**config.mk**
```make
export PLATFORM = sky130hd
export DESIGN_NAME = vin_framewriter
export DESIGN_NICKNAME = d
export VERILOG_FILES = /design/src/rtl/vin_framewriter.sv
export SDC_FILE = /design/constraint.sdc
export NUM_CORES = 1
export LEC_CHECK = 0
export BUFFER_PORTS_ARGS = -buffer_cell sky130_fd_sc_hd__buf_2
export CAP_MARGIN = 30
export CORE_MARGIN = 10
export CORE_UTILIZATION = 54
export CTS_CLUSTER_DIAMETER = 80
export DETAILED_ROUTE_END_ITERATION = 8
export PLACE_DENSITY = 0.78
export SLEW_MARGIN = 20
export SYNTH_ARGS = -nofsm -noshare
export SYNTH_HDL_FRONTEND = slang
export SYNTH_SLANG_ARGS = --single-unit
```
**constraint.sdc**
```tcl
create_clock -name clk -period 6 [get_ports clk]
set_input_delay 0.3 -clock clk [delete_from_list [all_inputs] [get_ports clk]]
set_output_delay 0.3 -clock clk [all_outputs]
set_load 0.02 [all_outputs]
```
**src/rtl/vin_framewriter.sv**
```systemverilog
// Video input frame writer: packs the Y8 word stream into fixed-length
// memory write bursts, double-buffered, swapping the front buffer per frame.
module vin_framewriter #(
    parameter int BURST_LEN = 16,
    parameter int ADDR_W    = 24
) (
    input  logic              clk,
    input  logic              rst,
    input  logic              v_vsync,
    input  logic [31:0]       v_pixel,
    input  logic              v_valid,
    output logic              v_ready,
    input  logic [ADDR_W-1:0] fb_base0,
    input  logic [ADDR_W-1:0] fb_base1,
    input  logic [ADDR_W-1:0] frame_words,
    output logic              wr_cmd_valid,
    input  logic              wr_cmd_ready,
    output logic [ADDR_W-1:0] wr_cmd_addr,
    output logic [31:0]       wr_data,
    output logic              wr_data_valid,
    input  logic              wr_data_ready,
    output logic              wr_data_last,
    output logic              front_buf,
    output logic              frame_done,
    output logic              frame_abort
);

    localparam int BC_W = (BURST_LEN > 1) ? $clog2(BURST_LEN) : 1;

    typedef enum logic [2:0] {
        S_IDLE,
        S_CMD,
        S_DATA,
        S_DONE,
        S_PAD
    } state_t;

    state_t            state_q, state_d;
    logic              vsync_q;
    logic [ADDR_W-1:0] fl_q, fl_d;
    logic              wb_q, wb_d;
    logic [ADDR_W-1:0] base_q, base_d;
    logic [ADDR_W-1:0] wc_q, wc_d;
    logic [BC_W-1:0]   bc_q, bc_d;
    logic              front_q, front_d;
    logic              abort_q, abort_d;
    logic              armed_q, armed_d;
    logic [ADDR_W-1:0] cmd_addr_q, cmd_addr_d;

    logic vs_edge;
    logic last_bc;
    logic cmd_hs;
    logic data_beat;
    logic frame_end;
    logic completing;

    assign vs_edge   = v_vsync & ~vsync_q;
    assign last_bc   = (bc_q == BC_W'(BURST_LEN - 1));
    assign cmd_hs    = (state_q == S_CMD) & wr_cmd_ready;
    assign data_beat = ((state_q == S_DATA) & v_valid & wr_data_ready)
                     | ((state_q == S_PAD) & wr_data_ready);
    assign frame_end = (state_q == S_DATA) & data_beat & last_bc
                     & ((wc_q + ADDR_W'(1)) == fl_q);
    // A frame finishing this cycle means the write buffer flips for the next one
    assign completing = frame_end | (state_q == S_DONE);

    always_ff @(posedge clk) begin
        if (rst) begin
            state_q    <= S_IDLE;
            vsync_q    <= 1'b0;
            fl_q       <= '0;
            wb_q       <= 1'b0;
            base_q     <= '0;
            wc_q       <= '0;
            bc_q       <= '0;
            front_q    <= 1'b0;
            abort_q    <= 1'b0;
            armed_q    <= 1'b0;
            cmd_addr_q <= '0;
        end else begin
            state_q    <= state_d;
            vsync_q    <= v_vsync;
            fl_q       <= fl_d;
            wb_q       <= wb_d;
            base_q     <= base_d;
            wc_q       <= wc_d;
            bc_q       <= bc_d;
            front_q    <= front_d;
            abort_q    <= abort_d;
            armed_q    <= armed_d;
            cmd_addr_q <= cmd_addr_d;
        end
    end

    always_comb begin
        state_d = state_q;
        fl_d    = fl_q;
        wb_d    = wb_q;
        base_d  = base_q;
        wc_d    = wc_q;
        bc_d    = bc_q;
        front_d = front_q;
        abort_d = 1'b0;
        armed_d = armed_q;

        if (data_beat) begin
            bc_d = bc_q + BC_W'(1);
            if (state_q == S_DATA) begin
                wc_d = wc_q + ADDR_W'(1);
            end
        end

        if (vs_edge) begin
            fl_d   = frame_words & ~ADDR_W'(BURST_LEN - 1);
            wb_d   = completing ? ~wb_q : ~front_q;
            base_d = wb_d ? fb_base1 : fb_base0;
            wc_d   = '0;
        end

        unique case (state_q)
            S_IDLE: begin
                if (vs_edge && fl_d != '0) begin
                    state_d = S_CMD;
                end
            end
            S_CMD: begin
                if (cmd_hs) begin
                    bc_d    = '0;
                    state_d = vs_edge ? S_PAD : S_DATA;
                end else if (vs_edge) begin
                    abort_d = 1'b1;
                    state_d = (fl_d != '0) ? S_CMD : S_IDLE;
                end
            end
            S_DATA: begin
                if (data_beat && last_bc) begin
                    if (frame_end) begin
                        state_d = S_DONE;
                        armed_d = vs_edge;
                    end else if (vs_edge) begin
                        abort_d = 1'b1;
                        state_d = (fl_d != '0) ? S_CMD : S_IDLE;
                    end else begin
                        state_d = S_CMD;
                    end
                end else if (vs_edge) begin
                    state_d = S_PAD;
                end
            end
            S_PAD: begin
                if (data_beat && last_bc) begin
                    abort_d = 1'b1;
                    state_d = (fl_d != '0) ? S_CMD : S_IDLE;
                end
            end
            S_DONE: begin
                front_d = wb_q;
                armed_d = 1'b0;
                if ((armed_q || vs_edge) && fl_d != '0) begin
                    state_d = S_CMD;
                end else begin
                    state_d = S_IDLE;
                end
            end
            default: state_d = S_IDLE;
        endcase

        cmd_addr_d = base_d + wc_d;
    end

    always_comb begin
        v_ready       = 1'b0;
        wr_cmd_valid  = 1'b0;
        wr_data       = '0;
        wr_data_valid = 1'b0;
        wr_data_last  = 1'b0;
        frame_done    = 1'b0;
        unique case (state_q)
            S_IDLE: v_ready = 1'b1;
            S_CMD:  wr_cmd_valid = 1'b1;
            S_DATA: begin
                wr_data       = v_pixel;
                wr_data_valid = v_valid;
                v_ready       = wr_data_ready;
                wr_data_last  = last_bc;
            end
            S_PAD: begin
                wr_data_valid = 1'b1;
                wr_data_last  = last_bc;
            end
            S_DONE: frame_done = 1'b1;
            default: ;
        endcase
        if (rst) begin
            v_ready       = 1'b0;
            wr_cmd_valid  = 1'b0;
            wr_data_valid = 1'b0;
            wr_data_last  = 1'b0;
            frame_done    = 1'b0;
        end
    end

    assign wr_cmd_addr = cmd_addr_q;
    assign front_buf   = front_q;
    assign frame_abort = abort_q & ~rst;

endmodule
```
==> Word level (Yosys, flattened, before mapping) <==
Index checks and enable logic that the tools add are counted.
{ "word_totals": {"wordCells": 93, "rom_bits": 0, "output_inout_bits": 63, "n_memories": 0, "ramBits": 0, "latch_bits": 0, "input_bits": 110, "ff_bits": 108} }
{ "op_classes": {"add_sub_neg": 3, "mul": 0, "shifts": 0, "div": 0, "mux": 42, "n_lt_le_gt_ge": 0, "n_reduce_logical": 10, "n_bitwise": 15, "eq_ne": 12} }
{ "ops": {"columns": ["op", "n"], "rows": [
  ["two-way mux 24 bit", 6],
  ["two-way mux 32 bit", 1],
  ["adder 24 x 1 -> 24 bit, second input constant", 1],
  ["adder 24 bit", 1],
  ["equality test 24 bit", 1],
  ["nonzero test 24 bit", 1],
  ["two-way mux 3 bit", 7],
  ["two-way mux 1 bit", 19],
  ["one-hot mux 3 bit (5 select lines)", 1],
  ["two-way mux 4 bit", 3],
  ["AND 1 bit", 9],
  ["equality test 3 x 2 -> 1 bit, second input constant", 2],
  ["one-hot mux 1 bit (2 select lines)", 3],
  ["adder 4 x 1 -> 4 bit, second input constant", 1],
  ["equality test 4 bit, second input constant", 1],
  ["!= test 2 x 1 -> 1 bit, second input constant", 2],
  ["!= test 2 bit, second input constant", 2],
  ["inverter 1 bit", 4],
  ["AND reduction 4 bit", 1],
  ["equality test 3 x 1 -> 1 bit, second input constant", 1],
  ["equality test 3 bit, second input constant", 1],
  ["logical AND 1 bit", 3],
  ["logical NOT 3 bit", 1],
  ["!= test 3 x 2 -> 1 bit, second input constant", 1],
  ["other kinds (8)", 9]
]} }

==> Longest topological paths before layout <==
{ "depth": {"depth_word": 12, "mapped_depth": 22, "ltp_nobuf": 21} }

==> Worst setup path before layout <==
OpenSTA, ideal clock, no wires.
{ "synth_timing": {"kind": "register to register", "start": "register wc_q[0]", "end": "register cmd_addr_q[14] (netlist: wr_cmd_addr[14])", "synth_period_minus_slack_ns": 5.237, "path_stages_with_launch": 23, "t_required_ns": 5.872, "t_arrival_ns": 5.109, "path_buffers": 2, "slack_ns": 0.763, "setup_ns": 0.128, "path_cell_list": "dfxtp_1 -> ha_1 -> and4_1 -> clkbuf_2 -> nand3_1 -> mux2_2 -> nor4b_1 -> and4_4 -> nand4_4 -> a311oi_4 -> buf_6 -> mux2i_1 -> a21oi_1 -> ha_1 -> a21o_1 -> a21o_1 -> or3_1 -> or3_1 -> and3_1 -> o21ai_0 -> nor2b_1 -> xor2_1 -> nor2_1"} }
{ "synth_between": {"elab_chain_cells": 8, "elab_cells_between_ends": 11, "classes_between": "add/sub (2); eq/ne (1); mux (6); bitwise (2)"} }
{ "synth_rtl": {"columns": ["item", "line_no", "rtl"], "rows": [
  ["start: declaration", "43", "logic [ADDR_W-1:0] wc_q, wc_d;"],
  ["start signal: assignment", "86", "wc_q <= wc_d;"],
  ["adder 24 x 1 -> 24 bit", "63", "& ((wc_q + ADDR_W'(1)) == fl_q);"],
  ["equality test 24 bit", "63", null],
  ["AND 1 bit", "63", null],
  ["OR 1 bit", "65", "assign completing = frame_end | (state_q == S_DONE);"],
  ["two-way mux 1 bit", "115", "wb_d = completing ? ~wb_q : ~front_q;"],
  ["two-way mux 24 bit", "116", "base_d = wb_d ? fb_base1 : fb_base0;"],
  ["two-way mux 24 bit", "113", "if (vs_edge) begin"],
  ["via base_d[8]", "42", "logic [ADDR_W-1:0] base_q, base_d;"],
  ["adder 24 bit", "168", "cmd_addr_d = base_d + wc_d;"],
  ["end signal: assignment", "91", "cmd_addr_q <= cmd_addr_d;"],
  ["end: declaration", "48", "logic [ADDR_W-1:0] cmd_addr_q, cmd_addr_d;"]
]} }
The timed path passes the listed nets, and every way through them passes these cells.
A chain may end at the register's enable or synchronous reset.

==> Final worst setup path <==
{ "layout_timing": {"start": "register wc_q[6]", "end": "register cmd_addr_q[23] (netlist: wr_cmd_addr[23])"} }
The elaborated chain is that of the path after synthesis.

==> results_dict.tcl <==
set metrics [dict create \
    status "finished clean" \
    min_path_type "in2reg" \
    fin_ws_ns 0.3581 \
    syn_avg_cell_area_sq_um 8.008 \
    power_frac_clock 0.383 \
    track_usage 0.1913 \
    crit_path_end_kind "flip-flop" \
    finalSetupViolCount 0 \
    fin_crit_ns 5.642 \
    rr_startpoint "wc_q[6]" \
    place_ws_ns 0.09497 \
    drv_slew 0 \
    postPlaceCellArea_sq_mm 0.007725 \
    finClkSkew_ns 0.007991 \
    holdWs_ns 0.1860 \
    initial_core_util 0.5451 \
    hold_viol_final 0 \
    grt_max_degree 103 \
    crit_arrival_ns 5.87 \
    worstHoldEndpoint "fl_q[5]" \
    insertion_delay_ns 0.36 \
    nFillCells 1134 \
    hp-start "frame_words[5]" \
    htreeDepth 3 \
    areaGrowthSynthToFinish_pct 18.65 \
    wl_per_cell_um 15.06 \
    routabilityCongestion 0.9668 \
    max_freq_mhz 177.2 \
    ys.flop_type "dfxtp_1" \
    antenna_found_initial 0 \
    worstPathRequired_ns 6.22 \
    power.switching_mw 0.4570 \
    power.total_mw 1.703 \
    cts_made_buffers 9 \
    maxCapViolCount 0 \
    ir_worst_vdd_uv 121.5 \
    clk_pin_slew_worst_paths_ns 0.07 \
    dieArea_sq_mm 0.01753 \
    criticalPathCategory "reg2reg" \
    drc 0 \
    comb_power_share 0.162 \
    port_buffers 168 \
    design_area_sq_mm 0.008095 \
    die_y_um 132.4 \
    dpl.hpwl_um 13620 \
    final_antenna_net_count 0 \
    dieWidth_um 132.4 \
    drt-vias-per-instance 5.550 \
    drt_pre_antenna_iters 6 \
    power.internal_mw 1.246 \
    critPathMaxFanout 9 \
    fin_crit_sh 0.9403 \
    layout-drive-gt1-share 0.2263 \
    synth_cell_types 69 \
    cts_root_buffer "clkbuf_16" \
    grt_pass1_vias 6303 \
    p_per_area_mw_per_mm2 210.3 \
    rows 41 \
    grt_pass1_wl_um 28860 \
    yosys_warnings 0 \
    syn_inst 852 \
    ys_ff_latch 108 \
    synthesis.area_sq_mm 0.006823 \
    first_iter_violations 415 \
    wirelength_um 17700 \
    min_path_cells 3 \
    clock-sinks 108 \
    vias 6521 \
    synth-edff-count 0 \
    grt-ovfl-total 0 \
    cts_tree "yes" \
    slew_headroom 0.4599 \
    diodes 0 \
    start_kind "flip-flop" \
    switching_share 0.2684 \
    hold_buffers 0 \
    syn-num-nets 988 \
    core_sq_mm 0.01252 \
    r2r_cells 20 \
    r2r_setup_slack_ns 0.36 \
    tightest_slew_ns 0.8084 \
    clock_path_buffers 2 \
    synth-async-reset-ratio 0 \
    yosysSeqAreaShare 0.3169 \
    io_pins 173 \
    r2r-end "wr_cmd_addr[23]" \
    leakage_nw 3.781 \
    p_seq_frac 0.455 \
    fin_nets 1134 \
]
power groups by stage:
stage,Clock [mW],Sequential (mW),Combinational (mW)
after floorplan,0,0.799,0.175
after global placement,0,0.790,0.270
after detailed placement,0,0.791,0.275
after CTS,0.659,0.775,0.276
after global routing,0.691,0.779,0.310
final,0.652,0.775,0.276
sequential cells by signal (all words and copies together) (netlist names):
register     cells
bc_q             4
base_q          24
wb_q             1
fl_q            24
wc_q            24
vsync_q          1
state_q          3
armed_q          1
abort_q          1
wr_cmd_addr     24
front_buf        1
area by class of cell:
class | instances | area, sq um | share of cell area
multi-input combinational | 685 | 4358 | 0.5383
inverter | 7 | 26.28 | 0.003246
timing repair buffer | 187 | 1008 | 0.1246
tap | 172 | 215.2 | 0.02658
sequential | 108 | 2162 | 0.2671
clock inverter | 6 | 86.33 | 0.01066
clock buffer | 10 | 239.0 | 0.02952
stage by stage:
stage | util | setup TNS (ns) | cells
floorplan | - | 0 | 852
global placement | 0.6172 | 0 | 1158
detailed placement | 0.6172 | 0 | 1158
CTS | 0.6431 | 0 | 1174
global route | 0.6467 | -0.004109 | 1175
finish | 0.6467 | 0 | 1175
critical path: stages (launching register included):
cell	delay [ns]
dfxtp_1	0.51
and4_1	0.29
nand3_2	0.09
or4_4	0.51
a2111oi_2	0.40
and4_4	0.33
nand4_4	0.14
a311oi_4	0.28
buf_12	0.17
mux2i_1	0.22
a21oi_1	0.14
ha_1	0.38
a211oi_1	0.34
o21ai_0	0.22
a32o_1	0.32
a221oi_1	0.39
a21oi_1	0.18
a31o_2	0.29
nand3_1	0.10
a22o_1	0.13
a21oi_1	0.05
cell families (layout without fill, tap and decap cells):
logic type / count (synthesis) / in the layout / synth area share
AND/OR/NAND/NOR: 387 / 387 / 0.2864
AO/OA/AOI/OAI: 169 / 169 / 0.1594
flip-flops: 108 / 108 / 0.3169
XOR/XNOR: 70 / 70 / 0.08986
buffers and inverters: 59 / 210 / 0.04988
multiplexers: 32 / 32 / 0.04731
adder cells (fa/ha/maj): 27 / 27 / 0.05025
cells in the final DEF (no fill, tap or decap), types with 14 or more instances in the layout:
cell      netlist  final
and2_1         34     34
nand3_1        24     24
mux2i_1        30     30
a211oi_1       26     26
o21ai_0        20     20
xor2_1         35     35
ha_1           25     25
nand2_1        74     74
nand4_1        14     14
nor2_1        106    106
and3_1         23     23
dfxtp_1       108    108
a21oi_1        74     74
xnor2_1        35     35
buf_2           0    168
nor4_1         19     17
buf_4           3     17
nor3_1         42     42
worst max path at each step:
stage,start,to,slack [ns]
2_1_floorplan,wc_q[0],wr_cmd_addr[14],0.76
3_3_place_gp,wc_q[1],wr_cmd_addr[23],0.14
3_5_place_dp,wc_q[1],wr_cmd_addr[23],0.09
4_1_cts,wc_q[1],wr_cmd_addr[23],0.07
5_1_grt,wc_q[6],wr_cmd_addr[23],-0.004
6_report,wc_q[6],wr_cmd_addr[23],0.36
synthesized netlist by cell type, types with 14 or more instances:
cell type / n / area [sq um]
a21oi_1: 74 / 370.4
xnor2_1: 35 / 306.5
a211oi_1: 26 / 195.2
nand3_1: 24 / 120.1
nand4_1: 14 / 87.58
clkbuf_1: 31 / 116.4
dfxtp_1: 108 / 2162
and2_1: 34 / 212.7
nor3_1: 42 / 210.2
xor2_1: 35 / 306.5
and3_1: 23 / 143.9
ha_1: 25 / 312.8
o21ai_0: 20 / 100.1
nand2_1: 74 / 277.8
mux2i_1: 30 / 300.3
nor2_1: 106 / 397.9
nor4_1: 19 / 118.9
repair_timing:
item                                   in CTS  in global routing
gates resized for setup                     0                  4
endpoints found under the hold margin       0                  0
setup buffers                               0                  1
setup endpoints to repair                   0                  8
routing by layer:
| layer | track usage | wire length, um |
|---|---|---|
| met1 | 0.2162 | 7369 |
| met2 | 0.3407 | 8864 |
| met3 | 0.06555 | 1255 |
| met4 | 0.03729 | 210 |
| met5 | 0 | 0 |
Note: power is estimated with default switching activity, not from simulation.
